<file path="src/rtl/instr_memory_pkg.sv">
// Shared constants and the default program image for the instruction memory.
package riscv_imem_pkg;

  localparam int unsigned IMEM_DEPTH = 64;
  localparam logic [31:0] NOP_WORD   = 32'h0000_0013;

  // Number of leading words in the default image that are not NOP fill.
  localparam int unsigned IMAGE_LEN  = 11;

  localparam logic [31:0] INSTR_ADD_X5   = 32'h0053_02b3;
  localparam logic [31:0] INSTR_ADDI_X5  = 32'h0051_0293;
  localparam logic [31:0] INSTR_LW_X5    = 32'h0000_a283;
  localparam logic [31:0] INSTR_SW_X5    = 32'h0050_a223;
  localparam logic [31:0] INSTR_BEQ_X5   = 32'h0052_8463;
  localparam logic [31:0] INSTR_NOP_5    = 32'h0000_0013;
  localparam logic [31:0] INSTR_JAL_X1   = 32'h0080_00ef;
  localparam logic [31:0] INSTR_NOP_7    = 32'h0000_0013;
  localparam logic [31:0] INSTR_JALR_X1  = 32'h0000_80e7;
  localparam logic [31:0] INSTR_LUI_X5   = 32'h0000_52b7;
  localparam logic [31:0] INSTR_AUIPC_X5 = 32'h0000_5297;

  // Image word for a given word index; anything past the program is NOP fill.
  function automatic logic [31:0] default_image(input int unsigned idx);
    logic [31:0] w;
    case (idx)
      0:       w = INSTR_ADD_X5;
      1:       w = INSTR_ADDI_X5;
      2:       w = INSTR_LW_X5;
      3:       w = INSTR_SW_X5;
      4:       w = INSTR_BEQ_X5;
      5:       w = INSTR_NOP_5;
      6:       w = INSTR_JAL_X1;
      7:       w = INSTR_NOP_7;
      8:       w = INSTR_JALR_X1;
      9:       w = INSTR_LUI_X5;
      10:      w = INSTR_AUIPC_X5;
      default: w = NOP_WORD;
    endcase
    return w;
  endfunction

endpackage

</file>
<file path="src/rtl/instr_memory_fault_chk.sv">
// Combinational fetch-address checker: alignment and range of a byte address.
module imem_fault_chk
  import riscv_imem_pkg::*;
#(
  parameter int unsigned DEPTH = IMEM_DEPTH
) (
  input  logic [31:0] addr,
  output logic        misaligned,
  output logic        out_of_range
);

  // Range compare is widened so the byte span cannot wrap for large depths.
  always_comb begin
    misaligned   = (addr[1:0] != 2'b00);
    out_of_range = (64'(addr) >= (64'(DEPTH) * 64'd4));
  end

endmodule

</file>
<file path="src/rtl/instr_memory.sv">
// Word-addressed instruction memory with combinational read and sticky fault flag.
// Optional program-load port enabled by defining IMEM_PROG_PORT_EN.
module instr_memory
  import riscv_imem_pkg::IMEM_DEPTH;
  import riscv_imem_pkg::IMAGE_LEN;
  import riscv_imem_pkg::default_image;
#(
  parameter int unsigned DEPTH    = IMEM_DEPTH,
  parameter logic [31:0] NOP_WORD = riscv_imem_pkg::NOP_WORD
) (
  input  logic        clk,
  input  logic        rst,
  input  logic [31:0] addr,
  output logic [31:0] data,
  output logic        misaligned,
  output logic        out_of_range,
  output logic        fault_sticky
`ifdef IMEM_PROG_PORT_EN
  ,
  input  logic        prog_we,
  input  logic [31:0] prog_addr,
  input  logic [31:0] prog_wdata
`endif
);

  localparam int unsigned AW = $clog2(DEPTH);

  logic [AW-1:0] idx;
  logic [31:0]   image_word;

  assign idx = addr[AW+1:2];

  imem_fault_chk #(
    .DEPTH (DEPTH)
  ) u_fault_chk (
    .addr         (addr),
    .misaligned   (misaligned),
    .out_of_range (out_of_range)
  );

  // Default image word at the fetch index, with the module's own fill word.
  always_comb begin
    image_word = NOP_WORD;
    if (32'(idx) < IMAGE_LEN) begin
      image_word = default_image(32'(idx));
    end
  end

`ifdef IMEM_PROG_PORT_EN
  // Storage is an overlay on the constant image: a per-word valid bit selects
  // the programmed word, so clearing the bits reloads the whole default image
  // in one edge and the power-up state already reads as the image.
  logic [DEPTH-1:0] written = '0;
  logic [31:0]      mem [DEPTH];
  logic [AW-1:0]    prog_idx;
  logic             prog_ok;

  always_comb begin
    prog_idx = prog_addr[AW+1:2];
    prog_ok  = (prog_addr[1:0] == 2'b00) &&
               (64'(prog_addr) < (64'(DEPTH) * 64'd4));
  end

  // Program-port write; reset wins and restores the default image.
  always_ff @(posedge clk) begin
    if (rst) begin
      written <= '0;
    end else if (prog_we && prog_ok) begin
      written[prog_idx] <= 1'b1;
      mem[prog_idx]     <= prog_wdata;
    end
  end

  // Combinational read: programmed word if present, else image, NOP when out of range.
  always_comb begin
    data = NOP_WORD;
    if (!out_of_range) begin
      data = written[idx] ? mem[idx] : image_word;
    end
  end
`else
  // Combinational read from the constant image; NOP when out of range.
  always_comb begin
    data = NOP_WORD;
    if (!out_of_range) begin
      data = image_word;
    end
  end
`endif

  // Sticky fault flag accumulates any faulting fetch until reset.
  always_ff @(posedge clk) begin
    if (rst) begin
      fault_sticky <= 1'b0;
    end else begin
      fault_sticky <= fault_sticky | misaligned | out_of_range;
    end
  end

endmodule

</file>
<file path="config.mk">
export PLATFORM = sky130hd
export DESIGN_NAME = instr_memory
export DESIGN_NICKNAME = d
export VERILOG_FILES = /design/src/rtl/instr_memory_pkg.sv /design/src/rtl/instr_memory_fault_chk.sv /design/src/rtl/instr_memory.sv
export SDC_FILE = /design/constraint.sdc
export NUM_CORES = 1
export LEC_CHECK = 0
export CELL_PAD_IN_SITES_DETAIL_PLACEMENT = 2
export CELL_PAD_IN_SITES_GLOBAL_PLACEMENT = 2
export CORE_MARGIN = 1.5
export CORE_UTILIZATION = 12
export DETAILED_ROUTE_END_ITERATION = 10
export HOLD_SLACK_MARGIN = 0.1
export MAX_ROUTING_LAYER = met4
export PLACE_DENSITY_LB_ADDON = 0.12
export SYNTH_ARGS = -nofsm -noshare
export SYNTH_HDL_FRONTEND = slang
export SYNTH_SLANG_ARGS = --single-unit
</file>
<file path="constraint.sdc">
create_clock -name clk -period 3.2 [get_ports clk]
set_clock_uncertainty 0.2 [all_clocks]
set_input_delay 0.8 -clock clk [delete_from_list [all_inputs] [get_ports clk]]
set_output_delay 0.8 -clock clk [all_outputs]
set_load 0.01 [all_outputs]
</file>
==> flow_summary.toml, run 1 <==
[setup_path]
cpMaxStageDelayCell = "or3_1"
cp_top_family = "simple AND/OR/NAND/NOR gates"
cp_common_cell = "buf_2"
endpoint_kind = "primary output"
critPathMaxFanout = 6
required_ps = 2200
rr_worst_depth = 1
cp.arrival_ps = 2200
critPathBufInv = 3
critical_path.startpoint_type = "primary input"
worst-path-stages = 7
path_cells = "buf_2 > nor4_4 > and4_4 > nand3_4 > buf_6 > or3_1 > buf_2"
worstSetupPathType = "primary input to primary output"
cpPeakStageDelay_ps = 330

[timing]
setup_viol = 0
fin_crit_ps = 3200
slew_viol_final = 0
hold_violations = 0
timing.fmax_mhz = 313
period_share_pct = 99.9
rsz0062_at_grt = "yes"

[die]
die_w_um = 73.5
row_count = 25
dieArea_um2 = 5410
core_um2 = 4750
ios = 69
die-height_um = 73.5
start_util_pct = 12.6

[drt]
vias = 877
wl_met3_um = 196
drt_iter0_markers = 21
drcViolationCount = 0
dr.pass1.iters = 3
routed.top_layer = "met3"
postRouteAntennaNets = 0
wl_met2_um = 1570
wl_um = 2980
wl_per_cell_um = 13.5
via_per_inst = 3.97
met1_length_um = 1210

[cts]
clk_pin_slew_ps = 0
cts_hold_buf = 0
clock_latency_ps = 0

[power]
leakage_nw = 0.579
p_int_mw = 0.0748
fin_total_pwr_mw = 0.136
peakVddDrop_uv = 61.0
pwr-share-seq_pct = 10.0
power_frac_comb_pct = 90.0
swShare_pct = 45.1
p_sw_mw = 0.0616
power_frac_clock_pct = 0
p_per_area_nw_per_um2 = 98.8

[synthesis]
synthDistinctLibCells = 31
netlist_instances = 83
syn_area_per_cell_um2 = 7.19
ys_warn_count = 0
synth_top_family_by_area = "simple AND/OR/NAND/NOR gates"
synth_xor_area_share_pct = 0
synth_seq_area_share_pct = 3.35
synth_compound_area_share_pct = 20.3
synthSimpleGateAreaFrac_pct = 36.5
synth_area_um2 = 597
muxShareOfSynthArea_pct = 1.68
synth_seq_cells = 1
synthAdderAreaFrac_pct = 8.39

[finish]
fin_area_um2 = 1380
multi_input_area_um2 = 637
fin_nets = 194
syn2layout_area_growth_pct = 131
register_area_um2 = 20.0
nFillCells = 575
utilization_pct = 29.1
largestRegisters = "fault_sticky: 1 flops"
regMostFlops = "fault_sticky"
final_cells = 221
drive_gt1_share_pct = 54.5
diodes = 0
largest_reg_flops = 1

[grt]
antenna_found_initial = 0
grt_max_degree = 13
grt_util_all_layers_pct = 10.8
grt_pass1_wl_um = 4500
overflow = 0
grt_pass1_vias = 985

[min_path]
hold_path_depth = 1
hp-class = "flop to flop"

[placement]
placed_cells = 216
gp_congestion = 0.781
dpl.hpwl_um = 2400
io_buffers = 53
dpl_cell_area_um2 = 1260

[flow_run]
max_cap_violations = 0

[outcome]
status = "finished, final reports clean"
layer usage:
| layer | up-vias | global-route usage, % |
|---|---|---|
| met1 | 415 | 12.8 |
| met3 | 0 | 0.549 |
| met2 | 51 | 21.0 |
| li1 | 411 | - |
| met5 | - | - |
| met4 | 0 | 0 |
area by class of cell:
type / count / share of cell area [%]
sequential: 1 / 1.45
timing repair buffer: 79 / 45.3
tap: 67 / 6.07
inverter: 4 / 1.09
multi-input combinational: 70 / 46.1
power by group through the flow:
stage	combinational (mW)	sequential [mW]	clock [mW]
2_1_floorplan	0.0493	0.0141	0
3_3_place_gp	0.107	0.0137	0
3_5_place_dp	0.109	0.0137	0
4_1_cts	0.119	0.0137	0
5_1_grt	0.133	0.0139	0
6_report	0.123	0.0137	0
what timing repair did:
action                     4_1_cts  5_1_grt
pin swaps                       16        3
buffers inserted                 3        2
setup endpoints to repair       18       14
gates resized for setup        163       16
hold endpoints to repair         0        0
per-stage QoR:
| stage | hold slack (ps) | setup TNS, ps | worst slack [ps] |
|---|---|---|---|
| after floorplan | 320 | 0 | 77.8 |
| after global placement | 262 | -12120 | -771 |
| after detailed placement | 274 | -12850 | -811 |
| after CTS | 279 | -7.63 | -7.63 |
| after global routing | 301 | -194 | -58.8 |
| final | 269 | 0 | 2.02 |
worst paths after layout:
check | from | slack (ps) | endpoint
worst max-delay path | addr[24] | 2 | data[4]
worst min-delay path | fault_sticky$_SDFF_PP0_ | 270 | fault_sticky$_SDFF_PP0_
worst max register to register | fault_sticky$_SDFF_PP0_ | 2310 | fault_sticky$_SDFF_PP0_
worst min register to register | fault_sticky$_SDFF_PP0_ | 270 | fault_sticky$_SDFF_PP0_
cell families after synthesis:
family,count (synthesis)
AOI/OAI and AO/OA,14
and+or+nand+nor,36
DFF,1
buffers and inverters,25
other,2
muxes,1
adders and majority gates,4
placed cells by master, fill, tap and decap left out, drive strengths merged:
cell type | synthesis | layout
o31a | 1 | 1
dlygate4sd2 | 0 | 10
clkdlybuf4s50 | 0 | 5
inv | 4 | 4
o32a | 1 | 1
nor2 | 8 | 8
clkbuf | 0 | 2
nor2b | 2 | 2
nand2 | 3 | 3
dfxtp | 1 | 1
a211oi | 2 | 2
a2bb2oi | 1 | 1
and4 | 1 | 1
clkdlybuf4s15 | 0 | 7
nand2b | 1 | 1
nand3b | 1 | 1
o22ai | 1 | 1
nor4 | 11 | 11
a21oi | 3 | 3
ha | 4 | 4
o21ai | 2 | 2
dlymetal6s2s | 0 | 1
nor3 | 2 | 2
a2111oi | 2 | 2
or3 | 2 | 2
o211ai | 1 | 1
buf | 21 | 54
conb | 2 | 15
or2 | 1 | 1
nand3 | 4 | 4
mux2i | 1 | 1
synth_stat cells:
library cell	number	area [µm²]
o211ai_1	1	7.51
o31a_1	1	8.76
nor3_1	2	10.0
conb_1	2	7.51
a21oi_1	3	15.0
ha_1	4	50.1
nand3b_1	1	7.51
or2_2	1	6.26
buf_6	1	11.3
a211oi_2	2	25.0
inv_1	4	15.0
dfxtp_1	1	20.0
o21ai_0	2	10.0
mux2i_1	1	10.0
nand2b_1	1	6.26
nor4_1	8	50.1
nor4_2	3	37.5
a2bb2oi_1	1	8.76
nand2_1	3	11.3
and4_1	1	8.76
or3_1	2	12.5
nand3_2	1	10.0
buf_1	1	3.75
o22ai_1	1	6.26
buf_2	1	5.00
nor2_1	8	30.0
buf_4	18	135
a2111oi_2	2	30.0
o32a_1	1	10.0
nor2b_1	2	12.5
nand3_1	3	15.0
Power figures use the tool's default switching activity.
==> run 2: changes to the inputs <==
- CAP_MARGIN: not set -> 30
==> results of run 2 <==
Final layout, timing and power as in run 1 (identical DEF).
